==> src/rtl/mem_access_unit_pkg.sv <==
`default_nettype none
// +----------------------------------------------------------------------------+
// | Module   : mem_access_unit_pkg                                              |
// | Purpose  : Shared widths, mem_sel size encodings, FSM state encoding and   |
// |            the alignment helper used by the MEM-stage access unit.         |
// | Contents : DATA_BUS, MEM_SEL_BUS, MEM_SEL_BYTE/HALF/WORD, state_t,         |
// |            is_misaligned()                                                 |
// | Revision : 1.0  initial release                                            |
// +----------------------------------------------------------------------------+
package mem_access_unit_pkg;

  localparam int DATA_BUS    = 32;
  localparam int MEM_SEL_BUS = 4;

  localparam logic [MEM_SEL_BUS-1:0] MEM_SEL_BYTE = 4'b0001;
  localparam logic [MEM_SEL_BUS-1:0] MEM_SEL_HALF = 4'b0011;
  localparam logic [MEM_SEL_BUS-1:0] MEM_SEL_WORD = 4'b1111;

  typedef enum logic [1:0] {
    ST_IDLE = 2'd0,
    ST_BUSY = 2'd1,
    ST_RESP = 2'd2
  } state_t;

  // Halfwords need an even address, words a word-aligned one; bytes never fault.
  function automatic logic is_misaligned(input logic [MEM_SEL_BUS-1:0] sel,
                                         input logic [1:0]             offset);
    return ((sel == MEM_SEL_HALF) && offset[0]) ||
           ((sel == MEM_SEL_WORD) && (offset != 2'b00));
  endfunction

endpackage
`default_nettype wire

==> src/rtl/mem_access_unit_if.sv <==
`default_nettype none
// +----------------------------------------------------------------------------+
// | Module   : mem_access_unit_if                                              |
// | Purpose  : Single-outstanding data-RAM handshake bundle.                   |
// | Signals  : ram_en          request, held until ram_ready                   |
// |            ram_write_en    byte-lane strobes, 0000 = read                  |
// |            ram_addr        word-aligned byte address                       |
// |            ram_write_data  lane-aligned store data                         |
// |            ram_read_data   read data, valid with ram_ready                 |
// |            ram_ready       single-cycle completion pulse                   |
// | Modports : master (access unit), slave (RAM)                               |
// | Revision : 1.0  initial release                                            |
// +----------------------------------------------------------------------------+
interface mem_access_unit_if;
  import mem_access_unit_pkg::*;

  logic                   ram_en;
  logic [MEM_SEL_BUS-1:0] ram_write_en;
  logic [DATA_BUS-1:0]    ram_addr;
  logic [DATA_BUS-1:0]    ram_write_data;
  logic [DATA_BUS-1:0]    ram_read_data;
  logic                   ram_ready;

  modport master (
    output ram_en, ram_write_en, ram_addr, ram_write_data,
    input  ram_read_data, ram_ready
  );

  modport slave (
    input  ram_en, ram_write_en, ram_addr, ram_write_data,
    output ram_read_data, ram_ready
  );

endinterface
`default_nettype wire

==> src/rtl/mem_access_unit_load_extend.sv <==
`default_nettype none
// +----------------------------------------------------------------------------+
// | Module   : mem_access_unit_load_extend                                     |
// | Purpose  : Combinational load extraction: lane shift, size mask, extend.   |
// | Ports    : rdata  in  32  raw RAM word                                     |
// |            offset in  2   byte offset inside the word                      |
// |            sel    in  4   access size (byte/half/word)                     |
// |            sign   in  1   1 = sign-extend, 0 = zero-extend                 |
// |            data   out 32  extended result                                  |
// | Revision : 1.0  initial release                                            |
// +----------------------------------------------------------------------------+
module mem_access_unit_load_extend
  import mem_access_unit_pkg::*;
(
  input  wire logic [DATA_BUS-1:0]    rdata,
  input  wire logic [1:0]             offset,
  input  wire logic [MEM_SEL_BUS-1:0] sel,
  input  wire logic                   sign,
  output logic      [DATA_BUS-1:0]    data
);

  logic [DATA_BUS-1:0] w_shifted;

  always_comb begin
    w_shifted = rdata >> {offset, 3'b000};
    case (sel)
      MEM_SEL_BYTE: data = {{24{sign & w_shifted[7]}},  w_shifted[7:0]};
      MEM_SEL_HALF: data = {{16{sign & w_shifted[15]}}, w_shifted[15:0]};
      default:      data = w_shifted;
    endcase
  end

endmodule
`default_nettype wire

==> src/rtl/mem_access_unit.sv <==
`default_nettype none
// +----------------------------------------------------------------------------+
// | Module   : mem_access_unit                                                 |
// | Purpose  : MEM-stage responder. Issues one RAM access at a time, aligns    |
// |            store lanes, extracts/extends loads and stalls the pipeline     |
// |            until the access retires, aborts or faults on alignment.        |
// | Ports    : clk, rst_n (async, active low), flush                           |
// |            mem_read_flag / mem_write_flag / mem_sign_ext_flag / mem_sel    |
// |            mem_addr, mem_write_data          pipeline request              |
// |            ram                               RAM handshake (master)        |
// |            load_data                         extended load result          |
// |            done, align_error, bus_error      one-cycle status pulses       |
// |            stall_request                     hold the upstream pipeline    |
// | Revision : 1.0  initial release                                            |
// +----------------------------------------------------------------------------+
module mem_access_unit
  import mem_access_unit_pkg::*;
#(
  parameter int TIMEOUT_CYCLES = 64,
  parameter int CNT_W          = 7
) (
  input  wire logic                   clk,
  input  wire logic                   rst_n,
  input  wire logic                   flush,
  input  wire logic                   mem_read_flag,
  input  wire logic                   mem_write_flag,
  input  wire logic                   mem_sign_ext_flag,
  input  wire logic [MEM_SEL_BUS-1:0] mem_sel,
  input  wire logic [DATA_BUS-1:0]    mem_addr,
  input  wire logic [DATA_BUS-1:0]    mem_write_data,
  mem_access_unit_if.master           ram,
  output logic      [DATA_BUS-1:0]    load_data,
  output logic                        done,
  output logic                        stall_request,
  output logic                        align_error,
  output logic                        bus_error
);

  state_t                 r_state;
  logic [CNT_W-1:0]       r_cnt;
  logic                   r_ram_en;
  logic [MEM_SEL_BUS-1:0] r_ram_write_en;
  logic [DATA_BUS-1:0]    r_ram_addr;
  logic [DATA_BUS-1:0]    r_ram_write_data;
  logic [DATA_BUS-1:0]    r_load_data;
  logic                   r_done;
  logic                   r_align_error;
  logic                   r_bus_error;
  // Access attributes captured at acceptance; the pipeline inputs may change while BUSY.
  logic [1:0]             r_offset;
  logic [MEM_SEL_BUS-1:0] r_sel;
  logic                   r_sign;
  logic                   r_is_read;
  logic                   r_flushed;

  logic                   w_valid;
  logic                   w_misaligned;
  logic                   w_accept;
  logic                   w_align_hit;
  logic [MEM_SEL_BUS-1:0] w_strobe;
  logic [DATA_BUS-1:0]    w_store_data;
  logic [DATA_BUS-1:0]    w_load_ext;
  logic                   w_timeout;

  // A flush in IDLE blocks both acceptance and the alignment fault for that cycle.
  always_comb begin
    w_valid      = (mem_read_flag | mem_write_flag) && (mem_sel != '0);
    w_misaligned = is_misaligned(mem_sel, mem_addr[1:0]);
    w_accept     = (r_state == ST_IDLE) && w_valid && !w_misaligned && !flush;
    w_align_hit  = (r_state == ST_IDLE) && w_valid &&  w_misaligned && !flush;
    w_strobe     = mem_sel << mem_addr[1:0];
    w_store_data = mem_write_data << {mem_addr[1:0], 3'b000};
    w_timeout    = (r_cnt == CNT_W'(TIMEOUT_CYCLES - 1));
  end

  mem_access_unit_load_extend u_load_extend (
    .rdata  (ram.ram_read_data),
    .offset (r_offset),
    .sel    (r_sel),
    .sign   (r_sign),
    .data   (w_load_ext)
  );

  always_ff @(posedge clk or negedge rst_n) begin
    if (!rst_n) begin
      r_state          <= ST_IDLE;
      r_cnt            <= '0;
      r_ram_en         <= 1'b0;
      r_ram_write_en   <= '0;
      r_ram_addr       <= '0;
      r_ram_write_data <= '0;
      r_load_data      <= '0;
      r_done           <= 1'b0;
      r_align_error    <= 1'b0;
      r_bus_error      <= 1'b0;
      r_offset         <= '0;
      r_sel            <= '0;
      r_sign           <= 1'b0;
      r_is_read        <= 1'b0;
      r_flushed        <= 1'b0;
    end else begin
      r_done        <= 1'b0;
      r_align_error <= 1'b0;
      r_bus_error   <= 1'b0;
      case (r_state)
        ST_IDLE: begin
          r_align_error <= w_align_hit;
          if (w_accept) begin
            r_state          <= ST_BUSY;
            r_cnt            <= '0;
            r_ram_en         <= 1'b1;
            r_ram_addr       <= {mem_addr[DATA_BUS-1:2], 2'b00};
            // Write wins when both flags are set.
            r_ram_write_en   <= mem_write_flag ? w_strobe : '0;
            r_ram_write_data <= mem_write_flag ? w_store_data : '0;
            r_is_read        <= !mem_write_flag;
            r_offset         <= mem_addr[1:0];
            r_sel            <= mem_sel;
            r_sign           <= mem_sign_ext_flag;
            r_flushed        <= 1'b0;
          end
        end
        ST_BUSY: begin
          // The RAM transaction always runs to completion; a flush only
          // suppresses the retirement side effects.
          if (flush) begin
            r_flushed <= 1'b1;
          end
          if (ram.ram_ready) begin
            r_state  <= ST_RESP;
            r_ram_en <= 1'b0;
            if (!(r_flushed || flush)) begin
              r_done <= 1'b1;
              if (r_is_read) begin
                r_load_data <= w_load_ext;
              end
            end
          end else if (w_timeout) begin
            r_state     <= ST_RESP;
            r_ram_en    <= 1'b0;
            r_bus_error <= 1'b1;
          end else begin
            r_cnt <= r_cnt + 1'b1;
          end
        end
        ST_RESP: begin
          r_state        <= ST_IDLE;
          r_ram_write_en <= '0;
        end
        default: begin
          r_state  <= ST_IDLE;
          r_ram_en <= 1'b0;
        end
      endcase
    end
  end

  always_comb begin
    ram.ram_en         = r_ram_en;
    ram.ram_write_en   = r_ram_write_en;
    ram.ram_addr       = r_ram_addr;
    ram.ram_write_data = r_ram_write_data;
    load_data          = r_load_data;
    done               = r_done;
    align_error        = r_align_error;
    bus_error          = r_bus_error;
    // RESP is excluded so the pipeline advances on the done cycle.
    stall_request      = w_accept || (r_state == ST_BUSY);
  end

endmodule
`default_nettype wire

==> src/flat_wrapper.sv <==
// flat-port wrapper written by rule: the top's interface ports become plain ports
module mem_access_unit_flat import mem_access_unit_pkg::*;
#(
  parameter int TIMEOUT_CYCLES = 64,
  parameter int CNT_W          = 7
)
  (clk, rst_n, flush, mem_read_flag, mem_write_flag, mem_sign_ext_flag, mem_sel, mem_addr, mem_write_data, load_data, done, stall_request, align_error, bus_error, ram_ram_en, ram_ram_write_en, ram_ram_addr, ram_ram_write_data, ram_ram_read_data, ram_ram_ready);
  mem_access_unit_if ram_i ();
  input  wire logic clk;
  input  wire logic rst_n;
  input  wire logic flush;
  input  wire logic mem_read_flag;
  input  wire logic mem_write_flag;
  input  wire logic mem_sign_ext_flag;
  input  wire logic [MEM_SEL_BUS-1:0] mem_sel;
  input  wire logic [DATA_BUS-1:0] mem_addr;
  input  wire logic [DATA_BUS-1:0] mem_write_data;
  output logic      [DATA_BUS-1:0] load_data;
  output logic done;
  output logic stall_request;
  output logic align_error;
  output logic bus_error;
  output wire logic [$bits(ram_i.ram_en)-1:0] ram_ram_en;
  output wire logic [$bits(ram_i.ram_write_en)-1:0] ram_ram_write_en;
  output wire logic [$bits(ram_i.ram_addr)-1:0] ram_ram_addr;
  output wire logic [$bits(ram_i.ram_write_data)-1:0] ram_ram_write_data;
  input wire logic [$bits(ram_i.ram_read_data)-1:0] ram_ram_read_data;
  input wire logic [$bits(ram_i.ram_ready)-1:0] ram_ram_ready;
  assign ram_ram_en = ram_i.ram_en;
  assign ram_ram_write_en = ram_i.ram_write_en;
  assign ram_ram_addr = ram_i.ram_addr;
  assign ram_ram_write_data = ram_i.ram_write_data;
  assign ram_i.ram_read_data = ram_ram_read_data;
  assign ram_i.ram_ready = ram_ram_ready;
  mem_access_unit #(.TIMEOUT_CYCLES(TIMEOUT_CYCLES), .CNT_W(CNT_W)) u_core (.clk(clk), .rst_n(rst_n), .flush(flush), .mem_read_flag(mem_read_flag), .mem_write_flag(mem_write_flag), .mem_sign_ext_flag(mem_sign_ext_flag), .mem_sel(mem_sel), .mem_addr(mem_addr), .mem_write_data(mem_write_data), .ram(ram_i), .load_data(load_data), .done(done), .stall_request(stall_request), .align_error(align_error), .bus_error(bus_error));
endmodule
==> config.mk <==
export PLATFORM = sky130hd
export DESIGN_NAME = mem_access_unit_flat
export DESIGN_NICKNAME = d
export VERILOG_FILES = /design/src/rtl/mem_access_unit_pkg.sv /design/src/rtl/mem_access_unit_if.sv /design/src/rtl/mem_access_unit_load_extend.sv /design/src/rtl/mem_access_unit.sv /design/src/flat_wrapper.sv
export SDC_FILE = /design/constraint.sdc
export NUM_CORES = 1
export LEC_CHECK = 0
export BUFFER_PORTS_ARGS = -buffer_cell sky130_fd_sc_hd__buf_4
export CAP_MARGIN = 15
export CORE_MARGIN = 4
export CORE_UTILIZATION = 50
export DETAILED_ROUTE_END_ITERATION = 8
export GPL_TIMING_DRIVEN = 0
export HOLD_SLACK_MARGIN = 0.05
export PLACE_DENSITY = 0.8
export SLEW_MARGIN = 20
export SYNTH_ARGS = -nofsm -noshare
export SYNTH_HDL_FRONTEND = slang
export SYNTH_SLANG_ARGS = --single-unit
==> constraint.sdc <==
create_clock -name clk -period 2.3 [get_ports clk]
set_clock_uncertainty 0.05 [all_clocks]
set_input_delay 0.46 -clock clk [delete_from_list [all_inputs] [get_ports clk]]
set_output_delay 0.46 -clock clk [all_outputs]
set_load 0.03 [all_outputs]
==> results.txt <==
The synthesized netlist devotes 14.48% of its cell area to compound gates. The routed design could run at a clock period as short as 2.223 ns. The cell chosen for the clock root is clkbuf_16. The flow ran to the end, and the final reports show no timing, DRC or antenna violations. For the worst setup path, the data arrival time is 1.71 ns.

The reported leakage power is 3.960 nW. The area growth from synthesis to final layout is 40.11%. The synthesis warning total is 0. Setup repair after global routing left no endpoint under its margin. The simple logic cell fraction of the synthesized area is 9.298%.

After Yosys synthesis, XOR and XNOR cells account for less than 1% of the synthesized area. The async set or reset register ratio after synthesis is 100.0%. In the final routed layout, each cell accounts on average for 19.18 um. The number of synthesized flops with an enable pin came out at 0. The global-route usage over all layers is 25.33%.

The number of clock sinks came out at 120. The post-cts hold buffer count is 0. After layout, the worst path uses between 90% and 100% of the clock period. The worst setup path is launched from an input port.

After synthesis, the netlist uses 50 different library cells. The final number of hold-violating endpoints was 0. The power density over cell area is 1206 mW/mm^2. The highest clock rate came out at 0.4498 GHz. The setup total negative slack is 0 ns. The number of port buffers came out at 209. After synthesis, the largest family of logic cells by area is multiplexers. The net total in the final layout came out at 854.

TritonCTS built the clock tree. Clock tree synthesis inserted a total of 17 buffers. The clock tree buffer depth is 2. The average cell area after synthesis came out at 11.45 um^2.

The maximum number of pins on one net before global-route repair is 121. The die width is around 120 um. The number of global-route vias before repair came out at roughly 5,200. The row count is 39. The worst pin sits at a relative slew slack of 38.43%. The setup violation total in the final timing report is 0.

The total number of vias came out at 5,103. The worst setup path is captured at an output port. Across the VDD grid, the largest voltage drop is 0.9107 mV. The floorplan step defined a die boundary enclosing 0.01365 mm^2. The first global-routing pass estimated 26.35 mm of wire. The final weighted congestion in routability-driven placement is 0.8900. The number of antenna diodes in the final layout is 0. The critical path data required time is 1.79 ns. The clock slew at the register clock pins of the worst setup and hold paths came out at 0.05 ns. The total routed wirelength came out at 17.30 mm. The starting density of the core is 51.41%.

The first-pass detailed-route iteration total came out at 7. The transition time at the pin with the least slew margin is 0.9235 ns. The critical path is of the in2out type. The first-iteration detailed-routing DRC count is 422. The proportion of synthesized area in mux cells is 21.05%. The post-route antenna net violation count came out at 0.

Summed over all layers, the global routing overflow is 0. The adder-cell area share of the yosys netlist came out at 0.2113%. The total of max-cap violations is 0. The setup slack after placement came out at -0.3872 ns. The total core area came out at 0.01152 mm^2. Across all setup checks in the final design, the least slack found is 0.07676 ns. The number of cells produced by synthesis came out at 517. The final HPWL from detailed placement came out at 13.03 mm. The later-pin clock latency in the skew report is 0.41 ns. The filler cell count in the final layout is between 800 and 900. The post-route netlist has between 40 and 50% of its cells at a drive strength greater than 1. The number of antenna violations at the first check in global routing is 0. Along the worst path, the maximum fanout reaches 6. The number of cell instances on the worst register-to-register path is 4.

The share of synthesized area occupied by flip-flops and latches is 50.72%. In this run the number of H-tree levels came out at 4. The kind of path behind the tightest hold check is in2async. After detailed routing, the number of vias per cell comes to 5.657. The dominant register cell in the synthesized netlist is dfrtp_1. The die height came out at approximately 120 um. The synthesized design contains 120 register bits. The count of pins on the block boundary is 212. The max-slew violation count is 0. The post-synth design cell area came out at 0.005921 mm^2. The detailed-route DRC error count came out at 0.
-- registers in the layout, indices dropped and copies added (netlist names), 2 cells and up --
signal	count
u_core.r_offset	2
u_core.ram.ram_addr	30
u_core.r_cnt	7
u_core.load_data	32
u_core.ram.ram_write_data	32
u_core.ram.ram_write_en	4
u_core.r_state	2
u_core.r_sel	4
-- cells in the final DEF (no fill, tap or decap), drive strengths merged, types with 2 or more instances in the layout --
cell type	n
or3	3
o211ai	11
nor3	4
o2bb2ai	10
dfrtp	120
and2	2
nand3	3
nand2	44
nand2b	11
o21ai	35
nor3b	2
or2	2
clkinv	3
o31ai	20
clkbuf	38
bufinv	2
nor2	29
inv	12
clkinvlp	5
mux2	68
a21oi	27
conb	2
mux2i	39
buf	230
a221o	16
nand4	3
-- per-layer routing --
layer / vias to the layer above / GRT usage, % / wire [um] / part of all wire, %
met1: 2516 / 31.67 / 7049 / 41
met4: 0 / 11.77 / 534 / 3.1
met2: 215 / 40.58 / 8442 / 49
li1: 2334 / - / - / -
met5: - / 0 / 0 / 0
met3: 38 / 7.609 / 1270 / 7.3
-- cells in the mapped netlist, types with 2 or more instances --
master / count / area [um^2]
buf_4: 3 / 22.52
nor3b_1: 2 / 15.01
o21ai_0: 35 / 175.2
mux2i_1: 39 / 390.4
o31ai_1: 20 / 150.1
dfrtp_1: 120 / 3003
mux2_4: 18 / 270.3
buf_1: 4 / 15.01
a221o_1: 16 / 160.2
nand2b_1: 11 / 68.82
buf_6: 4 / 45.04
clkbuf_1: 17 / 63.81
or3_1: 3 / 18.77
buf_2: 11 / 55.05
o211ai_1: 9 / 67.56
and2_1: 2 / 12.51
mux2_2: 50 / 563.0
nor2_1: 28 / 105.1
a21oi_1: 27 / 135.1
inv_1: 10 / 37.54
nor3_1: 3 / 15.01
nand4_1: 2 / 12.51
nand3_1: 3 / 15.01
o211ai_2: 2 / 25.02
nand2_1: 44 / 165.2
o2bb2ai_1: 10 / 87.58
-- kinds of logic (layout without fill, tap and decap cells) --
group                    after synthesis  after routing
buffers and inverters                 49            290
adder cells (fa/ha/maj)                1              1
AO/OA/AOI/OAI                        126            126
other                                  1              2
multiplexers                         108            108
AND/OR/NAND/NOR                      111            111
flip-flops                           120            120
XOR/XNOR                               1              1
-- critical path, cell delays in order --
cell and delay, ns:
buf_4 0.13, or4_1 0.53, o211ai_2 0.11, nor2_4 0.07, or2_1 0.23, buf_4 0.17
-- final timing paths --
path                                                       from                                        to  slack [ns]
worst max-delay path                                 mem_sel[2]                             stall_request        0.08
worst min-delay path                                      rst_n  u_core.ram.ram_write_data[5]$_DFFE_PN0P_        0.10
worst max register to register    u_core.r_state[1]$_DFFE_PN0P_          u_core.load_data[19]$_DFFE_PN0P_        0.21
worst min register to register  u_core.load_data[2]$_DFFE_PN0P_           u_core.load_data[2]$_DFFE_PN0P_        0.44
max in group asynchronous                                 rst_n               u_core.r_cnt[0]$_DFFE_PN0P_        1.44
min in group clk                                   mem_addr[19]       u_core.ram.ram_addr[19]$_DFFE_PN0P_        0.23
-- report_power, final --
group	internal [mW]	switching [mW]
Clock	1.69	0.968
Combinational	1.73	2.39
Sequential	2.78	0.445
-- stage by stage --
step	power (mW)	hold WS [ns]	std cells	instance area [um^2]	utilization (%)
after global routing	10.49	0.1842	902	8295	72.03
after detailed placement	7.369	0.4323	870	7676	66.66
after global placement	7.258	0.4205	870	7672	66.62
after floorplan	5.738	0.1144	518	5924	-
final	10.00	0.1047	902	8295	72.03
after CTS	10.07	0.1869	902	8293	72.01
-- final cells by class --
class	instances	area, um^2	share of cell area [%]
timing repair buffer	211	1590	19.17
buffer	37	178.9	2.157
tap	143	178.9	2.157
clock inverter	12	141.4	1.704
clock buffer	20	466.7	5.626
sequential	120	3003	36.20
multi-input combinational	349	2699	32.53
inverter	10	37.54	0.4525
-- repair_timing --
item	CTS	global route
gates resized for setup	3	0
setup endpoints to repair	1	0
buffers inserted	2	0
Note: power is estimated with default switching activity, not from simulation.
